File: src/rtl/apb_master_pkg.sv
// Shared types for the APB requester: FSM state encoding and the buffered command payload.
`ifndef ADDRWIDTH
`define ADDRWIDTH 32
`endif
`ifndef DATAWIDTH
`define DATAWIDTH 32
`endif

package apb_master_pkg;

    localparam int AW = `ADDRWIDTH;
    localparam int DW = `DATAWIDTH;

    typedef enum logic [1:0] {
        IDLE   = 2'd0,
        SETUP  = 2'd1,
        ACCESS = 2'd2
    } apb_state_e;

    typedef struct packed {
        logic          write;
        logic [AW-1:0] addr;
        logic [DW-1:0] wdata;
    } apb_cmd_t;

endpackage

File: src/rtl/apb_master_if.sv
// Command/response handshake plus APB pins of the requester, bundled for port connection.
interface apb_master_if
    import apb_master_pkg::*;
#(
    parameter int ADDRWIDTH = AW,
    parameter int DATAWIDTH = DW
);
    logic                 req_valid;
    logic                 req_ready;
    logic                 req_write;
    logic [ADDRWIDTH-1:0] req_addr;
    logic [DATAWIDTH-1:0] req_wdata;

    logic                 rsp_valid;
    logic [DATAWIDTH-1:0] rsp_rdata;
    logic                 rsp_timeout;
    logic                 busy;

    logic                 PSEL;
    logic                 PENABLE;
    logic                 PWRITE;
    logic [ADDRWIDTH-1:0] PADDR;
    logic [DATAWIDTH-1:0] PWDATA;
    logic [DATAWIDTH-1:0] PRDATA;
    logic                 PREADY;

    modport master (
        input  req_valid, req_write, req_addr, req_wdata, PRDATA, PREADY,
        output req_ready, rsp_valid, rsp_rdata, rsp_timeout, busy,
               PSEL, PENABLE, PWRITE, PADDR, PWDATA
    );

    modport slave (
        output req_valid, req_write, req_addr, req_wdata, PRDATA, PREADY,
        input  req_ready, rsp_valid, rsp_rdata, rsp_timeout, busy,
               PSEL, PENABLE, PWRITE, PADDR, PWDATA
    );

endinterface

File: src/rtl/apb_master_cmd_buf.sv
// One-entry command holding register; ready is purely the registered empty flag.
module apb_cmd_buf
    import apb_master_pkg::*;
(
    input  logic     clk,
    input  logic     rst_n,
    input  logic     in_valid,
    input  apb_cmd_t in_cmd,
    output logic     in_ready,
    input  logic     pop,
    output logic     full,
    output apb_cmd_t cmd
);

    assign in_ready = ~full;

    // Accept and pop never coincide: accept needs the buffer empty, pop needs it full.
    always_ff @(posedge clk or negedge rst_n) begin
        if (!rst_n) begin
            full <= 1'b0;
            cmd  <= '0;
        end else if (in_valid && in_ready) begin
            full <= 1'b1;
            cmd  <= in_cmd;
        end else if (pop) begin
            full <= 1'b0;
        end
    end

endmodule

File: src/rtl/apb_master.sv
// APB requester: buffered valid/ready commands become SETUP/ACCESS transfers with an
// optional wait-state timeout; one response pulse per transfer.
module apb_master
    import apb_master_pkg::*;
#(
    parameter int ADDRWIDTH = `ADDRWIDTH,
    parameter int DATAWIDTH = `DATAWIDTH,
    parameter int TIMEOUT   = 16
) (
    input logic          PCLK,
    input logic          PRESETn,
    apb_master_if.master bus
);

    localparam int CW = (TIMEOUT < 2) ? 1 : $clog2(TIMEOUT + 1);

    apb_state_e           state, state_nxt;
    apb_cmd_t             req_cmd, buf_cmd;
    logic                 buf_full, buf_ready;
    logic                 load, done, tmo;
    logic [CW-1:0]        cnt;
    logic                 pwrite_q;
    logic [ADDRWIDTH-1:0] paddr_q;
    logic [DATAWIDTH-1:0] pwdata_q;
    logic                 rsp_valid_q, rsp_timeout_q;
    logic [DATAWIDTH-1:0] rsp_rdata_q;
    logic                 psel, penable, busy;

    assign req_cmd = '{write: bus.req_write, addr: bus.req_addr, wdata: bus.req_wdata};

    apb_cmd_buf u_buf (
        .clk      (PCLK),
        .rst_n    (PRESETn),
        .in_valid (bus.req_valid),
        .in_cmd   (req_cmd),
        .in_ready (buf_ready),
        .pop      (load),
        .full     (buf_full),
        .cmd      (buf_cmd)
    );

    // Abort on the edge where the PREADY-low count would reach TIMEOUT.
    assign tmo  = (TIMEOUT != 0) && (state == ACCESS) && !bus.PREADY &&
                  ((32'(cnt) + 32'd1) == 32'(TIMEOUT));
    assign done = (state == ACCESS) && (bus.PREADY || tmo);
    assign load = buf_full && ((state == IDLE) || done);

    always_ff @(posedge PCLK or negedge PRESETn) begin
        if (!PRESETn) state <= IDLE;
        else          state <= state_nxt;
    end

    always_comb begin
        state_nxt = state;
        case (state)
            IDLE:    if (buf_full) state_nxt = SETUP;
            SETUP:   state_nxt = ACCESS;
            ACCESS:  if (done) state_nxt = buf_full ? SETUP : IDLE;
            default: state_nxt = IDLE;
        endcase
    end

    always_comb begin
        psel    = 1'b0;
        penable = 1'b0;
        case (state)
            SETUP:  psel = 1'b1;
            ACCESS: begin
                psel    = 1'b1;
                penable = 1'b1;
            end
            default: ;
        endcase
        busy = (state != IDLE) || buf_full;
    end

    // Address/data only move on a load, so they hold through IDLE and wait states.
    always_ff @(posedge PCLK or negedge PRESETn) begin
        if (!PRESETn) begin
            pwrite_q <= 1'b0;
            paddr_q  <= '0;
            pwdata_q <= '0;
        end else if (load) begin
            pwrite_q <= buf_cmd.write;
            paddr_q  <= buf_cmd.addr;
            pwdata_q <= buf_cmd.wdata;
        end
    end

    always_ff @(posedge PCLK or negedge PRESETn) begin
        if (!PRESETn)                         cnt <= '0;
        else if (state == SETUP)              cnt <= '0;
        else if (state == ACCESS && !bus.PREADY) cnt <= cnt + 1'b1;
    end

    always_ff @(posedge PCLK or negedge PRESETn) begin
        if (!PRESETn) begin
            rsp_valid_q   <= 1'b0;
            rsp_timeout_q <= 1'b0;
            rsp_rdata_q   <= '0;
        end else begin
            rsp_valid_q   <= done;
            rsp_timeout_q <= tmo;
            rsp_rdata_q   <= (done && bus.PREADY && !pwrite_q) ? bus.PRDATA : '0;
        end
    end

    assign bus.req_ready   = buf_ready;
    assign bus.busy        = busy;
    assign bus.PSEL        = psel;
    assign bus.PENABLE     = penable;
    assign bus.PWRITE      = pwrite_q;
    assign bus.PADDR       = paddr_q;
    assign bus.PWDATA      = pwdata_q;
    assign bus.rsp_valid   = rsp_valid_q;
    assign bus.rsp_timeout = rsp_timeout_q;
    assign bus.rsp_rdata   = rsp_rdata_q;

endmodule

File: src/flat_wrapper.sv
// flat-port wrapper written by rule: the top's interface ports become plain ports
module apb_master_flat import apb_master_pkg::*;
#(
    parameter int ADDRWIDTH = `ADDRWIDTH,
    parameter int DATAWIDTH = `DATAWIDTH,
    parameter int TIMEOUT   = 16
)
  (PCLK, PRESETn, bus_req_valid, bus_req_write, bus_req_addr, bus_req_wdata, bus_PRDATA, bus_PREADY, bus_req_ready, bus_rsp_valid, bus_rsp_rdata, bus_rsp_timeout, bus_busy, bus_PSEL, bus_PENABLE, bus_PWRITE, bus_PADDR, bus_PWDATA);
  apb_master_if #(.ADDRWIDTH(ADDRWIDTH), .DATAWIDTH(DATAWIDTH)) bus_i ();
  input logic PCLK;
  input logic PRESETn;
  input wire logic [$bits(bus_i.req_valid)-1:0] bus_req_valid;
  input wire logic [$bits(bus_i.req_write)-1:0] bus_req_write;
  input wire logic [$bits(bus_i.req_addr)-1:0] bus_req_addr;
  input wire logic [$bits(bus_i.req_wdata)-1:0] bus_req_wdata;
  input wire logic [$bits(bus_i.PRDATA)-1:0] bus_PRDATA;
  input wire logic [$bits(bus_i.PREADY)-1:0] bus_PREADY;
  output wire logic [$bits(bus_i.req_ready)-1:0] bus_req_ready;
  output wire logic [$bits(bus_i.rsp_valid)-1:0] bus_rsp_valid;
  output wire logic [$bits(bus_i.rsp_rdata)-1:0] bus_rsp_rdata;
  output wire logic [$bits(bus_i.rsp_timeout)-1:0] bus_rsp_timeout;
  output wire logic [$bits(bus_i.busy)-1:0] bus_busy;
  output wire logic [$bits(bus_i.PSEL)-1:0] bus_PSEL;
  output wire logic [$bits(bus_i.PENABLE)-1:0] bus_PENABLE;
  output wire logic [$bits(bus_i.PWRITE)-1:0] bus_PWRITE;
  output wire logic [$bits(bus_i.PADDR)-1:0] bus_PADDR;
  output wire logic [$bits(bus_i.PWDATA)-1:0] bus_PWDATA;
  assign bus_i.req_valid = bus_req_valid;
  assign bus_i.req_write = bus_req_write;
  assign bus_i.req_addr = bus_req_addr;
  assign bus_i.req_wdata = bus_req_wdata;
  assign bus_i.PRDATA = bus_PRDATA;
  assign bus_i.PREADY = bus_PREADY;
  assign bus_req_ready = bus_i.req_ready;
  assign bus_rsp_valid = bus_i.rsp_valid;
  assign bus_rsp_rdata = bus_i.rsp_rdata;
  assign bus_rsp_timeout = bus_i.rsp_timeout;
  assign bus_busy = bus_i.busy;
  assign bus_PSEL = bus_i.PSEL;
  assign bus_PENABLE = bus_i.PENABLE;
  assign bus_PWRITE = bus_i.PWRITE;
  assign bus_PADDR = bus_i.PADDR;
  assign bus_PWDATA = bus_i.PWDATA;
  apb_master #(.ADDRWIDTH(ADDRWIDTH), .DATAWIDTH(DATAWIDTH), .TIMEOUT(TIMEOUT)) u_core (.PCLK(PCLK), .PRESETn(PRESETn), .bus(bus_i));
endmodule
File: config.mk
export PLATFORM = sky130hd
export DESIGN_NAME = apb_master_flat
export DESIGN_NICKNAME = d
export VERILOG_FILES = /design/src/rtl/apb_master_pkg.sv /design/src/rtl/apb_master_if.sv /design/src/rtl/apb_master_cmd_buf.sv /design/src/rtl/apb_master.sv /design/src/flat_wrapper.sv
export SDC_FILE = /design/constraint.sdc
export NUM_CORES = 1
export LEC_CHECK = 0
export ABC_CLOCK_PERIOD_IN_PS = 2300
export CAP_MARGIN = 20
export CORE_ASPECT_RATIO = 0.8
export CORE_MARGIN = 2
export CORE_UTILIZATION = 25
export CTS_CLUSTER_DIAMETER = 40
export DETAILED_ROUTE_END_ITERATION = 16
export SLEW_MARGIN = 20
export SYNTH_ARGS = -nofsm -noshare
export SYNTH_HDL_FRONTEND = slang
export SYNTH_SLANG_ARGS = --single-unit
export TNS_END_PERCENT = 1
File: constraint.sdc
create_clock -name PCLK -period 2.3 [get_ports PCLK]
set_input_delay 0.23 -clock PCLK [delete_from_list [all_inputs] [get_ports PCLK]]
set_output_delay 0.23 -clock PCLK [all_outputs]
set_load 0.05 [all_outputs]
==> impl_results.md <==
* Slew headroom at 0.619
* TNS Setup at 0 ns
* CTS tree: done
* Req. time, crit path at 2.61 ns
* Syn-to-layout area delta at 47.3%
* Avg Cell Area, Syn at 16.3 sq um
* Synth top cells by count: dfrtp_1 (172), mux2_2 (75), mux2_4 (50)
* CTS root buf: clkbuf_16
* Worst setup path startpoint: u_core.cnt[1]$_DFFE_PN0P_
* GRT Total Usage at 0.109
* Clk_skew at 0.00905 ns
* Clock transition at path regs at 0.06 ns
* Fill cell count at 2524
* Asr flop ratio synth at 1.00
* Die Ht at ~150 um
* Synth unique cells at 33
* Reg2reg setup slack at 0.13 ns
* Most numerous cell in the Yosys netlist: dfrtp_1
* Synth Instances at 408
* Power per cell area at 1540 nW/um^2
* # setup viols final at 0
* Reg-to-reg critical path endpoint: u_core.bus.PWDATA[0]$_DFFE_PN0P_
* Final std cells w/o fill at 999
* Vias in the first global route at 4097
* Later-pin clock latency in the skew report at 0.43 ns
* FF-to-FF Start: u_core.cnt[1]$_DFFE_PN0P_
* #FFs+latches synth at around 170
* Cell area after synthesis at 6660 sq um
* CP peak stage delay at 0.44 ns
* CP delay by family, top: compound AO/OA/AOI/OAI gates
* Max VDD drop at 0.686 mV
* Syn_nets at 515
* Worst-margin pin slew at 0.569 ns
* F_max at roughly 460 MHz
* Share of the yosys chip area belonging to registers at 0.646
* Worst-path fanout max at 37
* Hold Path Class: in -> async
* CP Cell Sequence: ha_1, xnor2_1, nand3_4, o32a_2, buf_12, mux2_4
* Starting DRT DRC Count at 88
* Critical setup path kind: reg -> reg
* Worst Setup End Kind: flop
* EDFF count, synth at 0
* Leakage Power at ~4.3 nW
* Reg2reg path depth at 6
* Critical path buffers and inverters at 1
* Drt total wl at 14700 um
* Row count at 53
* Total congestion overflow at 0
* Sinks on Clock Net at 172
* Tcrit/Tclk final at 0.945
* Clock buffer depth at 2
* First-pass DRT Iterations at 5
* Outcome: complete, no violations
* Fraction of layout cells with a size suffix above 1 at 0.276
* Finished Cell Area at about 10000 sq um
* IO Count at 204
* Initial antenna violation count at 1
* Vias post-DR at ~4.0k
* RSZ-0062 raised after global routing: false
* Final ANT Viol Nets at 0
* Slew Viols, Final at 0
* Post-DP Area at roughly 9200 sq um
* Largest net degree at the start of global routing at 52
* CTS Buf Count at 17
* Max_cap viols at 0
* Synth area leaders: dfrtp_1 (65%), mux2_2 (13%), mux2_4 (11%), and2_1 (3.2%), ha_1 (1.1%)
* # nets final at about 740
* Die width at 186 um
* First-pass GRT wire length at 23100 um
* Core ar. at ~26000 sq um
* CP endpoint: u_core.bus.PWDATA[0]$_DFFE_PN0P_
* Hpwl dp at 9900 um
* DIE AREA at between 20000 and 30000 sq um
* Yosys top cell area share at 0.646
* Instance count on the critical path at 6
* Placed cell count at roughly 970
* DRC Markers at 0
* Critical path launch point type: flop
* Routability Congestion at 0.677
* H-tree depth at 4
* Arrival time at the worst endpoint at 2.48 ns
* Diode count at 0
* Final Hold Fails at 0
* Min Tclk post-route at approximately 2.2 ns
* WL/cell at about 15 um
* Most used DFF post-synth: dfrtp_1
* Cell taking the most area after synthesis: dfrtp_1
* Initial core utilization at 0.254
* Post-DR vias/cell at 3.97
* Synthesis Warnings at 0
* IO buf count at 203
* Slowest CP cell: o32a_2
-- per-layer routing --
metal  up-vias  GRT usage  share of wire
met2       152      0.149           0.41
met5         -          0        0.00088
li1       1848          -              -
met1      1947      0.142           0.47
met4         2     0.0492          0.016
met3        16     0.0563           0.10
-- repair_timing --
item                                   in CTS  in global routing
gates resized for setup                     2                  3
buffers inserted                            0                  0
endpoints found under the hold margin      45                  0
hold buffers                                1                  0
setup endpoints to repair                   2                  2
-- stage by stage --
step	hold slack, ns	worst slack [ns]	util	power (mW)
floorplan	-0.0656	0.0397	-	10.1
global placement	0.228	0.158	0.351	12.2
detailed placement	0.225	0.144	0.351	12.4
CTS	0.322	0.0147	0.374	15.3
global route	0.331	0.0699	0.374	15.8
finish	0.329	0.125	0.374	15.1
-- cells in the final DEF, fill, tap and decap left out, types with 3 or more instances in the layout --
| cell type | n |
|---|---|
| and2_1 | 34 |
| clkinv_2 | 4 |
| mux2_1 | 5 |
| clkdlybuf4s50_1 | 199 |
| buf_12 | 5 |
| clkbuf_16 | 17 |
| buf_4 | 11 |
| inv_1 | 4 |
| dfrtp_1 | 172 |
| ha_1 | 5 |
| xor2_1 | 3 |
| nand2_1 | 6 |
| mux2_2 | 75 |
| mux2_4 | 50 |
| clkinvlp_4 | 4 |
| nor2_1 | 11 |
-- kinds of logic after synthesis --
kind of cell	after synthesis	synth area share
and+or+nand+nor	63	0.0549
muxes	132	0.251
DFF	172	0.646
xor gates and xnor gates	5	0.00658
buffers and inverters	22	0.0199
adders and majority gates	6	0.0113
AOI/OAI and AO/OA	8	0.00996
-- state kept, by name, summed over array words and instances (netlist names) --
signal	flops
u_core.bus.PADDR	32
u_core.bus.PWDATA	32
u_core.bus.PWRITE	1
u_core.bus.rsp_rdata	32
u_core.bus.rsp_timeout	1
u_core.bus.rsp_valid	1
u_core.cnt	5
u_core.state	2
u_core.u_buf.cmd	65
u_core.u_buf.full	1
-- layout make-up --
type,instances,area [sq um],area share
Inverter,4,15.0,0.00153
Tap cell,357,447,0.0455
Clock buffer,21,460,0.0469
Timing Repair Buffer,220,2220,0.227
Multi-Input combinational cell,214,2240,0.229
Clock inverter,11,119,0.0121
Sequential cell,172,4300,0.439
-- power by group --
part	leakage [nW]	internal [mW]	switching [mW]	total, mW
Combinational	1.92	3.29	3.91	7.20
Clock	0.275	1.65	1.22	2.87
Sequential	2.11	4.32	0.673	4.99
-- how the worst min path moves through the flow --
| stage | start | end | cells past startpoint |
|---|---|---|---|
| 6_report | PRESETn | u_core.bus.PADDR[24]$_DFFE_PN0P_ | 2 |
| 5_1_grt | bus_PRDATA[19] | u_core.bus.rsp_rdata[19]$_DFF_PN0_ | 2 |
| 4_1_cts | bus_PRDATA[19] | u_core.bus.rsp_rdata[19]$_DFF_PN0_ | 2 |
| 3_5_place_dp | PRESETn | u_core.bus.PADDR[24]$_DFFE_PN0P_ | 1 |
| 3_3_place_gp | PRESETn | u_core.bus.PADDR[24]$_DFFE_PN0P_ | 1 |
| 2_1_floorplan | PRESETn | u_core.bus.PADDR[0]$_DFFE_PN0P_ | 0 |
No activity file was read; power rests on OpenSTA's default activity.
